===== src/rtl/sync_decimal_add_counter.sv =====
// ----------------------------------------------------------------------------
// sync_decimal_add_counter
//
// Two-digit BCD up-counter (00..TC) with synchronous parallel load, master
// reset, carry-in / carry-out for cascading, and a sticky error flag that
// records rejected loads.
//
// Parameters
//   TC       BCD terminal count (tens [7:4], units [3:0]); counter wraps to 00
//            on the step taken while q == TC.
//   RST_VAL  BCD value taken by q on master reset and at power-up.
//
// Ports
//   clk   in   1  clock, rising edge active
//   mr    in   1  master reset, synchronous, active-high (highest priority)
//   en    in   1  count enable
//   ci    in   1  carry-in; tie high when standalone
//   ld    in   1  synchronous parallel load strobe (beats counting)
//   d     in   8  BCD load value
//   q     out  8  registered BCD count
//   co    out  1  combinational carry-out, high on the step that wraps
//   err   out  1  registered sticky flag, set by a rejected load
// ----------------------------------------------------------------------------
module sync_decimal_add_counter #(
   parameter logic [7:0] TC      = 8'h99,
   parameter logic [7:0] RST_VAL = 8'h00
) (
   input  logic       clk,
   input  logic       mr,
   input  logic       en,
   input  logic       ci,
   input  logic       ld,
   input  logic [7:0] d,
   output logic [7:0] q,
   output logic       co,
   output logic       err
);

   // Declaration initialisers give the power-up state without an mr pulse.
   logic [7:0] r_q   = RST_VAL;
   logic       r_err = 1'b0;

   logic       w_at_tc;
   logic       w_step;
   logic       w_d_ok;

   // Increment a valid, non-terminal BCD value by one.
   function automatic logic [7:0] bcd_inc(input logic [7:0] v);
      if (v[3:0] == 4'd9)
         return {v[7:4] + 4'd1, 4'd0};
      else
         return {v[7:4], v[3:0] + 4'd1};
   endfunction

   // Valid BCD codes order the same as binary, so compare the raw codes.
   assign w_at_tc = (r_q == TC);
   assign w_d_ok  = (d[7:4] <= 4'd9) && (d[3:0] <= 4'd9) && (d <= TC);
   assign w_step  = en & ci;

   // Gated by mr and ld so a downstream stage only advances on a real wrap.
   assign co = w_step & w_at_tc & ~mr & ~ld;

   always_ff @(posedge clk) begin
      if (mr) begin
         r_q   <= RST_VAL;
         r_err <= 1'b0;
      end else if (ld) begin
         if (w_d_ok) begin
            r_q   <= d;
            r_err <= 1'b0;
         end else begin
            r_err <= 1'b1;
         end
      end else if (w_step) begin
         r_q <= w_at_tc ? 8'h00 : bcd_inc(r_q);
      end
   end

   assign q   = r_q;
   assign err = r_err;

endmodule


===== config.mk =====
export PLATFORM = sky130hd
export DESIGN_NAME = sync_decimal_add_counter
export DESIGN_NICKNAME = d
export VERILOG_FILES = /design/src/rtl/sync_decimal_add_counter.sv
export SDC_FILE = /design/constraint.sdc
export NUM_CORES = 1
export LEC_CHECK = 0
export BUFFER_PORTS_ARGS = -buffer_cell sky130_fd_sc_hd__buf_4
export CORE_MARGIN = 2
export CORE_UTILIZATION = 31
export CTS_CLUSTER_SIZE = 8
export DETAILED_ROUTE_END_ITERATION = 8
export SLEW_MARGIN = 20
export SYNTH_ARGS = -nofsm -noshare
export SYNTH_HDL_FRONTEND = slang
export SYNTH_SLANG_ARGS = --single-unit

===== constraint.sdc =====
create_clock -name clk -period 1.7 [get_ports clk]
set_input_delay 0.34 -clock clk [delete_from_list [all_inputs] [get_ports clk]]
set_output_delay 0.34 -clock clk [all_outputs]
set_load 0.01 [all_outputs]

==> impl_metrics.csv <==
group,metric,value,unit
critical_path,critPathTopFamily,"simple AND/OR/NAND/NOR gates",
hold_path,hold_start,"mr",
yosys,synth_cell_type_count,32,
critical_path,cp-end-kind,"output port",
sta,fmax,0.597,GHz
critical_path,timing.rr.start,"q[1]",
cells_and_area,seq_area,183,um2
cells_and_area,fill_cells,198,
power_and_ir_drop,p_seq_frac,0.406,
drt,routed_wl,1790,um
sta,fin_setup_tns,0,ns
drt,drtIter0Drc,12,
critical_path,worstReg2RegEnd,"q[5]",
yosys,ys.flop_type,"dfxtp_1",
clock_network,ctsHoldBuffers,0,
yosys,synthTopCellsByArea,"dfxtp_1, a211oi_1, ha_1",
clock_network,cts_tree,"yes",
yosys,yosys-top-cells-count,"a211oi_1, dfxtp_1, nand2_1, ha_1, nand3_1",
sta,rsz0062_at_grt,"true",
die,fp.dieH,50.2,um
die,rows,16,
drt,vias,711,
cells_and_area,multi_input_area,480,um2
clock_network,worst_skew_pair.late_latency,0.27,ns
power_and_ir_drop,max-vdd-ir-drop,0.436,mV
outcome,status,"completed",
global_routing,grt_antenna_before_repair,0,
sta,setup_ws,0.0252,ns
critical_path,crit_type,"reg2out",
critical_path,reg2regPathDepth,7,
critical_path,cp-startpoint,"q[1]",
place,io_buffers,22,
die,core_area,1980,um2
sta,report.final.setup_viol,0,
die,initial_core_util,0.334,
yosys,post-synth-top-area-cell,"dfxtp_1",
power_and_ir_drop,clockPowerShare,0.293,
clock_network,cts.path.max_buffers,2,
critical_path,critPathBufInv,2,
place,dp_hpwl,1290,um
drt,dr.pass1.iters,4,
cells_and_area,drive_gt1_frac,0.434,
power_and_ir_drop,powerDensity,605,nW/um2
yosys,yosys_warnings,0,
place,dp_slack,0.132,ns
power_and_ir_drop,combPwrFrac,0.302,
power_and_ir_drop,p_int,0.000408,W
sta,fin_crit_sh,0.985,
clock_network,cts_root_buf,"clkbuf_4",
clock_network,clkTransAtPathRegs,0.06,ns
die,dieArea,2520,um2
hold_path,hold_depth,2,
global_routing,grt_pass1_vias,666,
global_routing,grt_max_degree,24,
yosys,syn_nets,91,
yosys,syn_area,662,um2
hold_path,whs_endpoint,"q[2]",
sta,slew_headroom,0.749,
critical_path,crit_slowest_cell,"dfxtp_2",
yosys,synth-seq-area-share,0.272,
drt,antenna_left,0,
sta,slew_violations,0,
power_and_ir_drop,power.leakage,0.390,nW
yosys,netlist.area_leader.share,0.272,
critical_path,cp.required,1.36,ns
clock_network,h-tree-depth,1,
cells_and_area,syn_to_final_growth,46.7,%
power_and_ir_drop,p_switching,0.000179,W
critical_path,path_max_fanout,2,
clock_network,cts.sinks,9,
clock_network,cts_inserted_buffers,3,
cells_and_area,final_nets,124,
die,pin_count,23,
drt,drc,0,
critical_path,r2r_setup_slack,0.15,ns
global_routing,grt_first_pass_wirelength,3030,um
critical_path,worstPathCellList,"inv_2 -> ha_4 -> and3b_2 -> and4b_1 -> buf_6",
yosys,synth_edf_count,0,
flow_run,cap_viol_max_count,0,
sta,tightest_slew,0.377,ns
global_routing,grt_use_total,0.155,
cells_and_area,diodes,0,
sta,timing.final.hold_violations,0,
cells_and_area,fin_util,0.490,
drt,drt-vias-per-instance,5.35,
sta,post-route-min-period,1.67,ns
critical_path,cp_slowest_stage_delay,0.33,ns
place,gp_congestion,0.776,
critical_path,crit_arrival,1.33,ns
yosys,ys_seq_elements,9,
hold_path,hold_path_class,"in2reg",
power_and_ir_drop,switching_share,0.305,
yosys,syn_avg_cell_area,8.94,um2
yosys,synthCells,74,
die,die_x,50.2,um
drt,route.detailed.wl_per_inst,13.5,um
global_routing,grt-ovfl-total,0,
yosys,async_flop_share,0,
sta,clock_skew,0.00389,ns
critical_path,critPathLaunchType,"flop",
final cells by class:
class,count,share of cell area
tap,27,0.0348
timing repair buffer,31,0.244
multi-input combinational,59,0.495
clock buffer,4,0.0271
inverter,3,0.0116
sequential,9,0.188
registers in the layout, summed over array words and instances, names as in the netlist:
register,count
q,8
err,1
kinds of logic (layout without fill, tap and decap cells):
group / Yosys count / after routing / share of synthesized area
and+or+nand+nor: 29 / 29 / 0.267
AOI/OAI and AO/OA: 24 / 24 / 0.316
DFF: 9 / 9 / 0.272
buffers and inverters: 6 / 38 / 0.0416
adders and majority gates: 4 / 4 / 0.0756
xor gates and xnor gates: 1 / 1 / 0.0132
muxes: 1 / 1 / 0.0151
per-stage QoR:
stage	instances	hold WS (ns)	total power, W	area [um2]
detailed placement	124	0.482	0.000402	875
global placement	124	0.480	0.000399	875
global route	133	0.336	0.000622	971
CTS	132	0.332	0.000582	938
floorplan	74	0.446	0.000328	662
finish	133	0.330	0.000587	971
repair_timing:
item                                    CTS  global route
resized for setup                         5             4
pin swaps                                 0             3
endpoints found under the setup margin    1             3
setup buffers                             4             1
layout by cell type, fill, tap and decap left out, types with 3 or more instances in the layout:
cell type	n
a21oi_1	3
ha_1	3
buf_4	30
o41ai_1	3
dfxtp_1	7
nand2_1	5
nand2b_1	3
clkbuf_4	3
a211oi_1	9
nand3_1	4
nor3_1	3
routing by layer:
metal / global-route usage / share of wire / vias to the layer above / routed length [um]
met5: 0 / 0 / - / 0
met4: 0.0278 / 0.0073 / 0 / 13
met3: 0.0714 / 0.058 / 2 / 103
met2: 0.250 / 0.48 / 11 / 865
met1: 0.189 / 0.45 / 344 / 808
li1: - / - / 354 / -
how the worst max path moves through the flow:
stage / end / depth (start not counted)
after CTS: co / 5
after global routing: co / 5
final: co / 5
after detailed placement: q[5] / 6
after global placement: co / 5
after floorplan: q[2] / 6
worst reg2reg max path: stages (launching register included):
cell	delay (ns)
dfxtp_2	0.33
inv_2	0.05
ha_4	0.15
and3b_2	0.21
buf_4	0.15
a32oi_4	0.28
a211oi_1	0.09
a211oi_1	0.20
power groups by stage:
stage	Clock [W]	Combinational, W	Sequential (W)
finish	0.000172	0.000177	0.000238
floorplan	0	0.0000779	0.000250
global placement	0	0.000158	0.000241
global route	0.000187	0.000195	0.000240
CTS	0.000177	0.000169	0.000236
detailed placement	0	0.000161	0.000241
Power figures use the tool's default switching activity.
